### config.mk
export PLATFORM = sky130hd
export DESIGN_NAME = imem_arbiter
export DESIGN_NICKNAME = d
export VERILOG_FILES = /design/src/rtl/imem_arbiter_pkg.sv /design/src/rtl/imem_arbiter.sv
export SDC_FILE = /design/constraint.sdc
export NUM_CORES = 1
export LEC_CHECK = 0
export BUFFER_PORTS_ARGS = -buffer_cell sky130_fd_sc_hd__buf_4
export CORE_ASPECT_RATIO = 1.5
export CORE_MARGIN = 10
export CORE_UTILIZATION = 43
export CTS_CLUSTER_SIZE = 24
export DETAILED_ROUTE_END_ITERATION = 12
export PLACE_DENSITY = 0.83
export SYNTH_ARGS = -nofsm -noshare
export SYNTH_HDL_FRONTEND = slang
export SYNTH_SLANG_ARGS = --single-unit
### constraint.sdc
create_clock -name clk -period 2.6 [get_ports clk]
set_input_delay 0.26 -clock clk [delete_from_list [all_inputs] [get_ports clk]]
set_output_delay 0.26 -clock clk [all_outputs]
set_load 0.005 [all_outputs]
### src/rtl/imem_arbiter_pkg.sv
// ----------------------------------------------------------------------------
// imem_arbiter_pkg
//   Shared definitions for the instruction-memory arbiter:
//     - default address / data widths of the instruction memory
//     - arbiter FSM state encoding
//     - the NOP instruction word returned when no fetch data is valid
// ----------------------------------------------------------------------------
package imem_arbiter_pkg;

    localparam int ADDR_W_DEF = 10;
    localparam int DATA_W_DEF = 32;

    typedef enum logic [1:0] {
        ST_FETCH = 2'd0,
        ST_LOAD  = 2'd1,
        ST_FLUSH = 2'd2
    } state_e;

    localparam logic [31:0] NOP_WORD = 32'h0000_0000;

endpackage

### src/rtl/imem_arbiter.sv
// ----------------------------------------------------------------------------
// imem_arbiter
//   Shares one single-port instruction memory between the fetch stage and
//   the program loader. Normally every fetch request goes straight to the
//   memory. A load burst stalls fetch, writes ld_len words starting at
//   ld_base (wrapping at the top of memory), then spends one FLUSH cycle
//   telling fetch to restart from ld_base.
//
// Ports
//   clk, rst            clock (rising edge), synchronous active-high reset
//   f_req / f_addr      fetch read request and word address
//   f_gnt               fetch request sent to memory this cycle
//   f_valid / f_rdata   fetched word, one cycle after f_gnt
//   fetch_hold          fetch must freeze its PC and issue NOPs
//   fetch_redirect      one-cycle pulse, PC <= redirect_addr
//   redirect_addr       restart address, valid with fetch_redirect
//   ld_start            start a burst; ld_base / ld_len sampled with it
//   ld_wvalid/ld_wdata  loader write data
//   ld_wready           arbiter accepts ld_wdata this cycle
//   ld_done             one-cycle pulse when the burst has finished
//   mem_en/mem_we/mem_addr/mem_wdata/mem_rdata
//                       single-port memory interface, 1-cycle read latency
// ----------------------------------------------------------------------------
module imem_arbiter
    import imem_arbiter_pkg::*;
#(
    parameter int ADDR_W = ADDR_W_DEF,
    parameter int DATA_W = DATA_W_DEF
) (
    input  logic              clk,
    input  logic              rst,

    input  logic              f_req,
    input  logic [ADDR_W-1:0] f_addr,
    output logic              f_gnt,
    output logic              f_valid,
    output logic [DATA_W-1:0] f_rdata,
    output logic              fetch_hold,
    output logic              fetch_redirect,
    output logic [ADDR_W-1:0] redirect_addr,

    input  logic              ld_start,
    input  logic [ADDR_W-1:0] ld_base,
    input  logic [ADDR_W:0]   ld_len,
    input  logic              ld_wvalid,
    input  logic [DATA_W-1:0] ld_wdata,
    output logic              ld_wready,
    output logic              ld_done,

    output logic              mem_en,
    output logic              mem_we,
    output logic [ADDR_W-1:0] mem_addr,
    output logic [DATA_W-1:0] mem_wdata,
    input  logic [DATA_W-1:0] mem_rdata
);

    // A burst can never usefully cover more than the whole memory.
    localparam logic [ADDR_W:0] DEPTH = {1'b1, {ADDR_W{1'b0}}};

    function automatic logic [ADDR_W:0] clamp_len(input logic [ADDR_W:0] len);
        if (len > DEPTH) begin
            return DEPTH;
        end
        return len;
    endfunction

    state_e            state_q, state_d;
    logic [ADDR_W-1:0] base_q,  base_d;
    logic [ADDR_W:0]   len_q,   len_d;
    logic [ADDR_W:0]   cnt_q,   cnt_d;
    logic              f_valid_q;

    logic [ADDR_W-1:0] wr_addr;
    logic              burst_end;

    // Natural ADDR_W-bit overflow gives the wrap from the top word to 0.
    assign wr_addr   = base_q + cnt_q[ADDR_W-1:0];
    assign burst_end = (cnt_q == len_q);

    // ------------------------------------------------------------------------
    // Next-state and output decode
    // ------------------------------------------------------------------------
    always_comb begin
        state_d        = state_q;
        base_d         = base_q;
        len_d          = len_q;
        cnt_d          = cnt_q;

        f_gnt          = 1'b0;
        fetch_hold     = 1'b0;
        fetch_redirect = 1'b0;
        redirect_addr  = '0;
        ld_wready      = 1'b0;
        ld_done        = 1'b0;
        mem_en         = 1'b0;
        mem_we         = 1'b0;
        mem_addr       = '0;
        mem_wdata      = '0;

        unique case (state_q)
            ST_FETCH: begin
                f_gnt    = f_req;
                mem_en   = f_req;
                mem_addr = f_addr;
                // The fetch granted alongside ld_start is still returned.
                if (ld_start) begin
                    base_d  = ld_base;
                    len_d   = clamp_len(ld_len);
                    cnt_d   = '0;
                    state_d = ST_LOAD;
                end
            end

            ST_LOAD: begin
                fetch_hold = 1'b1;
                mem_addr   = wr_addr;
                mem_wdata  = ld_wdata;
                // Only a zero-length burst reaches here with count == len;
                // it moves on without accepting any loader data.
                ld_wready  = !burst_end;
                if (burst_end) begin
                    state_d = ST_FLUSH;
                end else if (ld_wvalid) begin
                    mem_en = 1'b1;
                    mem_we = 1'b1;
                    cnt_d  = cnt_q + 1'b1;
                    if ((cnt_q + 1'b1) == len_q) begin
                        state_d = ST_FLUSH;
                    end
                end
            end

            ST_FLUSH: begin
                fetch_hold     = 1'b1;
                fetch_redirect = 1'b1;
                redirect_addr  = base_q;
                ld_done        = 1'b1;
                state_d        = ST_FETCH;
            end

            default: begin
                state_d = ST_FETCH;
            end
        endcase

        // Keep every output quiet while reset is held.
        if (rst) begin
            f_gnt          = 1'b0;
            fetch_hold     = 1'b0;
            fetch_redirect = 1'b0;
            redirect_addr  = '0;
            ld_wready      = 1'b0;
            ld_done        = 1'b0;
            mem_en         = 1'b0;
            mem_we         = 1'b0;
            mem_addr       = '0;
            mem_wdata      = '0;
        end
    end

    // ------------------------------------------------------------------------
    // State, burst registers and fetch return tracking
    // ------------------------------------------------------------------------
    always_ff @(posedge clk) begin
        if (rst) begin
            state_q   <= ST_FETCH;
            base_q    <= '0;
            len_q     <= '0;
            cnt_q     <= '0;
            f_valid_q <= 1'b0;
        end else begin
            state_q   <= state_d;
            base_q    <= base_d;
            len_q     <= len_d;
            cnt_q     <= cnt_d;
            f_valid_q <= f_gnt;
        end
    end

    // The memory already registers its read data; returning it in the cycle
    // after the grant avoids a second cycle of fetch latency. Non-valid
    // cycles present a NOP.
    assign f_valid = f_valid_q;
    assign f_rdata = f_valid_q ? mem_rdata : DATA_W'(NOP_WORD);

endmodule
Word level (Yosys, flattened, before mapping). Index checks and enable logic that the tools add are counted.

Add/sub/neg operators: 2. Magnitude comparators: 1. Div/mod/pow operators: 0. Muxes and demuxes: 35. Shifts and indexed selects: 0. Multipliers: 0. Bitwise operators: 0. Reduce and logical (&&, ||, !) cells: 7. Eq/ne operators: 9.

Operators by type and width (number): 32-bit 2-to-1 mux (3); 11-bit 2-to-1 mux (5); 10-bit 2-to-1 mux (3); 11-bit equality test (2); 11-bit one-hot mux with 2 select lines (1); 10-bit one-hot mux with 2 select lines (1); 1-bit 2-to-1 mux (16); 11-bit by 1-bit adder with 11-bit output (second input constant) (1); 11-bit greater-than comparator (second input constant) (1); 10-bit adder (1); 2-bit 2-to-1 mux (4); 2-bit != test (second input constant) (3); 3-bit != test (second input constant) (2); 2-bit one-hot mux with 2 select lines (1); 4-bit AND reduction (1); 3-bit AND reduction (1); 2-bit by 1-bit equality test with 1-bit output (second input constant) (1); 2-bit equality test (second input constant) (1); 2-bit zero test (1); 1-bit one-hot mux with 2 select lines (1); 2-bit AND reduction (1); 2-bit nonzero test (1); 2-bit OR reduction (1); 1-bit zero test (1).

Bits in writable memories: 0. Word-level logic and storage cells: 59. Memories: 0. Register bits: 35. Input port bits: 100. Latch bits: 0. Bits in read-only memories: 0. Output and inout bits: 92.

Logic depth before layout (Yosys ltp).
Depth after elaboration: 6. Mapped depth: 10. Gate-level depth less buffers: 10.

Least setup slack after synthesis. No wires, ideal clock.

Path kind: register to output. From: register cnt_q[0]. To: output port mem_addr[8]. Data required time: 2340 ps. Arrival time: 2043 ps. Stages on the path, launching flop included: 11. Path slack: 297 ps. Cells stage by stage: dfxtp_1 > ha_1 > inv_1 > fa_1 > nor2b_1 > o21ai_0 > a21boi_0 > o21ai_0 > a21oi_1 > o21ai_0 > a32o_1.

Longest elaborated chain between the ends: 3.

RTL lines: start: declaration (RTL line imem_arbiter.sv:70) `logic [ADDR_W:0] cnt_q, cnt_d;`; start signal: assignment (RTL line imem_arbiter.sv:175) `cnt_q <= cnt_d;`; 10-bit adder (RTL line imem_arbiter.sv:77) `assign wr_addr = base_q + cnt_q[ADDR_W-1:0];`; 10-bit one-hot mux with 2 select lines (RTL line imem_arbiter.sv:100) `unique case (state_q)`; 10-bit 2-to-1 mux (RTL line imem_arbiter.sv:147) `if (rst) begin`; end: declaration (RTL line imem_arbiter.sv:52) `output logic [ADDR_W-1:0] mem_addr,`.

No other way between the ends.

Worst setup path after layout. Ends and elaborated chain as after synthesis.

==> results by group <==
Status
  • Status: completed

Setup path
  • Crit-path cells: ha_4 > inv_2 > fa_2 > nor2b_2 > o21ai_2 > a21boi_2 > o21ai_2 > a21oi_2 > or3_1 > a32o_1 > buf_4
  • Crit Path Max Fanout: 2
  • Crit path capture type: output pin
  • CP required: 2340 ps
  • Critical setup path kind: reg2out
  • Critical Path Most Common Cell: o21ai_2
  • Crit-path max cell delay: 340 ps
  • Slowest stage cell, crit path: dfxtp_2
  • Critical Path Start Type: flip-flop
  • CP arrival: 2300 ps

Power
  • Tot Pwr: 0.00252 W
  • Static leakage: 2.29 nW
  • Peak supply drop: 0.552 mV
  • PwrDens: 538 nW/um^2

Cells and area
  • Design area: 4690 sq um
  • # nets final: 692
  • Commonest non-fill, non-tap cell in the layout: buf_4
  • Most frequent cells in the layout: 220 x buf_4, 78 x and2_1, 37 x nand2_1, 28 x dfxtp_1, 25 x nor2_1
  • # diodes: 0
  • Area delta synth->final: 63.6%
  • Share of cells above drive strength 1: 0.456

STA
  • Tmin final: 2560 ps
  • Max Transition Viols Final: 0
  • Worst-Margin Slew: 767 ps
  • Fmax: 0.390 GHz
  • Clock Skews: 6.83 ps
  • Final period util: 0.986
  • Final hold vios: 0
  • Final setup viols: 0
  • Slew headroom: 0.487
  • Final worst slack: 35.1 ps
  • RSZ-0062 raised after global routing: yes

Synthesis
  • Syn_nets: 488
  • Post-synthesis sequential area ratio: 0.244
  • Largest cells by area after synthesis: dfxtp_1 24%, and2_1 17%, ha_1 5.7%
  • Syn avg cell area: 7.67 sq um
  • Yosys warns: 0
  • EDFF count, synth: 0
  • Area leader, netlist: dfxtp_1
  • Post-Syn Instances: 374
  • Top cell type's share of synthesized area: 0.244
  • Async set or reset register ratio after synthesis: 0
  • Mapped cell area: 2870 sq um
  • Post-synth cell types: 57
  • Synth Register Bits: 35
  • Synth Flop Type: dfxtp_1

Floorplan
  • Die footprint: 10400 sq um
  • Die X: 86.7 microns
  • Die Span Y: 120 microns
  • Rows: 36
  • IO Pins: 192
  • Initial Utilization: 0.442
  • Core ar.: 6490 sq um

Clock tree
  • # H-tree levels: 2
  • Reg clk slew, reported paths: 80 ps
  • Hold Buf Count CTS: 0
  • CTS sink cnt: 35
  • Number of CTS-inserted buffers: 5
  • Clock buffer depth: 2
  • CTS root buf: clkbuf_8
  • Skew-Pair Late Insertion Delay: 290 ps
  • TritonCTS clock tree: built

Routing
  • Wire per inst: 20.2 microns
  • Drt first pass iters: 4
  • WL final: 13200 microns
  • Drt initial violations: 262
  • Vias per cell: 5.36
  • Residual DRC count: 0
  • Via count: 3512
  • ANT nets after route: 0

GRT
  • Grt total ovfl: 0
  • Largest net degree at the start of global routing: 39
  • First-pass GRT wire length: 19400 microns
  • Initial antenna violation count: 0
  • All-Layer GR Usage: 0.234
  • Vias in the first global route: 3456

Place
  • Post-DP Area: 4430 sq um
  • Pre-CTS worst setup slack: 87.9 ps
  • Port bufs: 191
  • Dpl hpwl: 10700 microns
  • Final Wtd Congestion: 0.963

Job
  • Max cap viols: 0

Min path
  • Worst min-delay path category: in2reg
metal layers:
| layer | routed length, microns | GRT usage |
|---|---|---|
| met5 | 0 | 0 |
| met2 | 7280 | 0.458 |
| met4 | 274 | 0.0508 |
| met3 | 1080 | 0.0528 |
| met1 | 4590 | 0.237 |
stage by stage:
| step | cells | utilization | hold slack (ps) | TNS (ps) |
|---|---|---|---|---|
| 5_1_grt | 655 | 0.723 | 193 | -140 |
| 4_1_cts | 652 | 0.713 | 186 | -1.67 |
| 3_5_place_dp | 636 | 0.683 | 471 | 0 |
| 2_1_floorplan | 374 | - | 382 | 0 |
| 3_3_place_gp | 636 | 0.683 | 457 | 0 |
| 6_report | 655 | 0.723 | 180 | 0 |
worst paths after layout:
path                                start           to  slack [ps]  depth (start not counted)
worst min-delay path                f_req      f_valid         180                          2
worst max register to register   cnt_q[2]   state_q[1]         190                          8
worst max-delay path             cnt_q[0]  mem_addr[8]          40                         11
worst min register to register  len_q[10]    len_q[10]         480                          2
cells by family (layout without fill, tap and decap cells):
logic type,count (synthesis),count (layout),share of synthesized area
and+or+nand+nor,193,193,0.379
AOI/OAI and AO/OA,64,64,0.161
buffers and inverters,36,241,0.0541
DFF,35,35,0.244
xor gates and xnor gates,32,32,0.0977
adders and majority gates,14,14,0.0637
layout make-up:
type / count / area (sq um)
sequential: 35 / 709
tap: 76 / 95.1
clock inverter: 2 / 35.0
multi-input combinational: 303 / 2070
clock buffer: 6 / 82.6
inverter: 13 / 48.8
fill: 534 / 1790
timing repair buffer: 220 / 1650
worst max-delay path: cells and delay by family, from the launching register on:
kind / cells / cell delay [ps]
AOI/OAI and AO/OA: 5 / 770
adders and majority gates: 2 / 370
buffers and inverters: 2 / 180
DFF: 1 / 340
and+or+nand+nor: 2 / 360
synthesized netlist by cell type (all sizes together), types with 3 or more instances:
| cell type | n |
|---|---|
| xnor2 | 17 |
| buf | 8 |
| xor2 | 15 |
| nor4 | 10 |
| or2 | 3 |
| a22o | 12 |
| o21ai | 13 |
| nand4 | 4 |
| nor3 | 8 |
| nand3 | 8 |
| ha | 13 |
| nor2b | 4 |
| a21oi | 18 |
| nor2 | 26 |
| nand2 | 38 |
| clkbuf | 15 |
| inv | 13 |
| dfxtp | 35 |
| and2 | 80 |
sequential cells by signal (all words and copies together), names as in the netlist:
name / flops
cnt_q: 11
base_q: 10
len_q: 11
f_valid: 1
state_q: 2
repair_timing:
action	CTS	global route
pin swaps	6	10
endpoints found under the setup margin	3	5
buffers inserted	8	3
resized for setup	11	13
report_power, final:
part / internal (W) / leakage (nW) / switching [W]
registers: 0.000602 / 0.288 / 0.0000771
clock network: 0.000310 / 0.0612 / 0.000199
logic: 0.000666 / 1.94 / 0.000669
No activity file was read; power rests on OpenSTA's default activity.
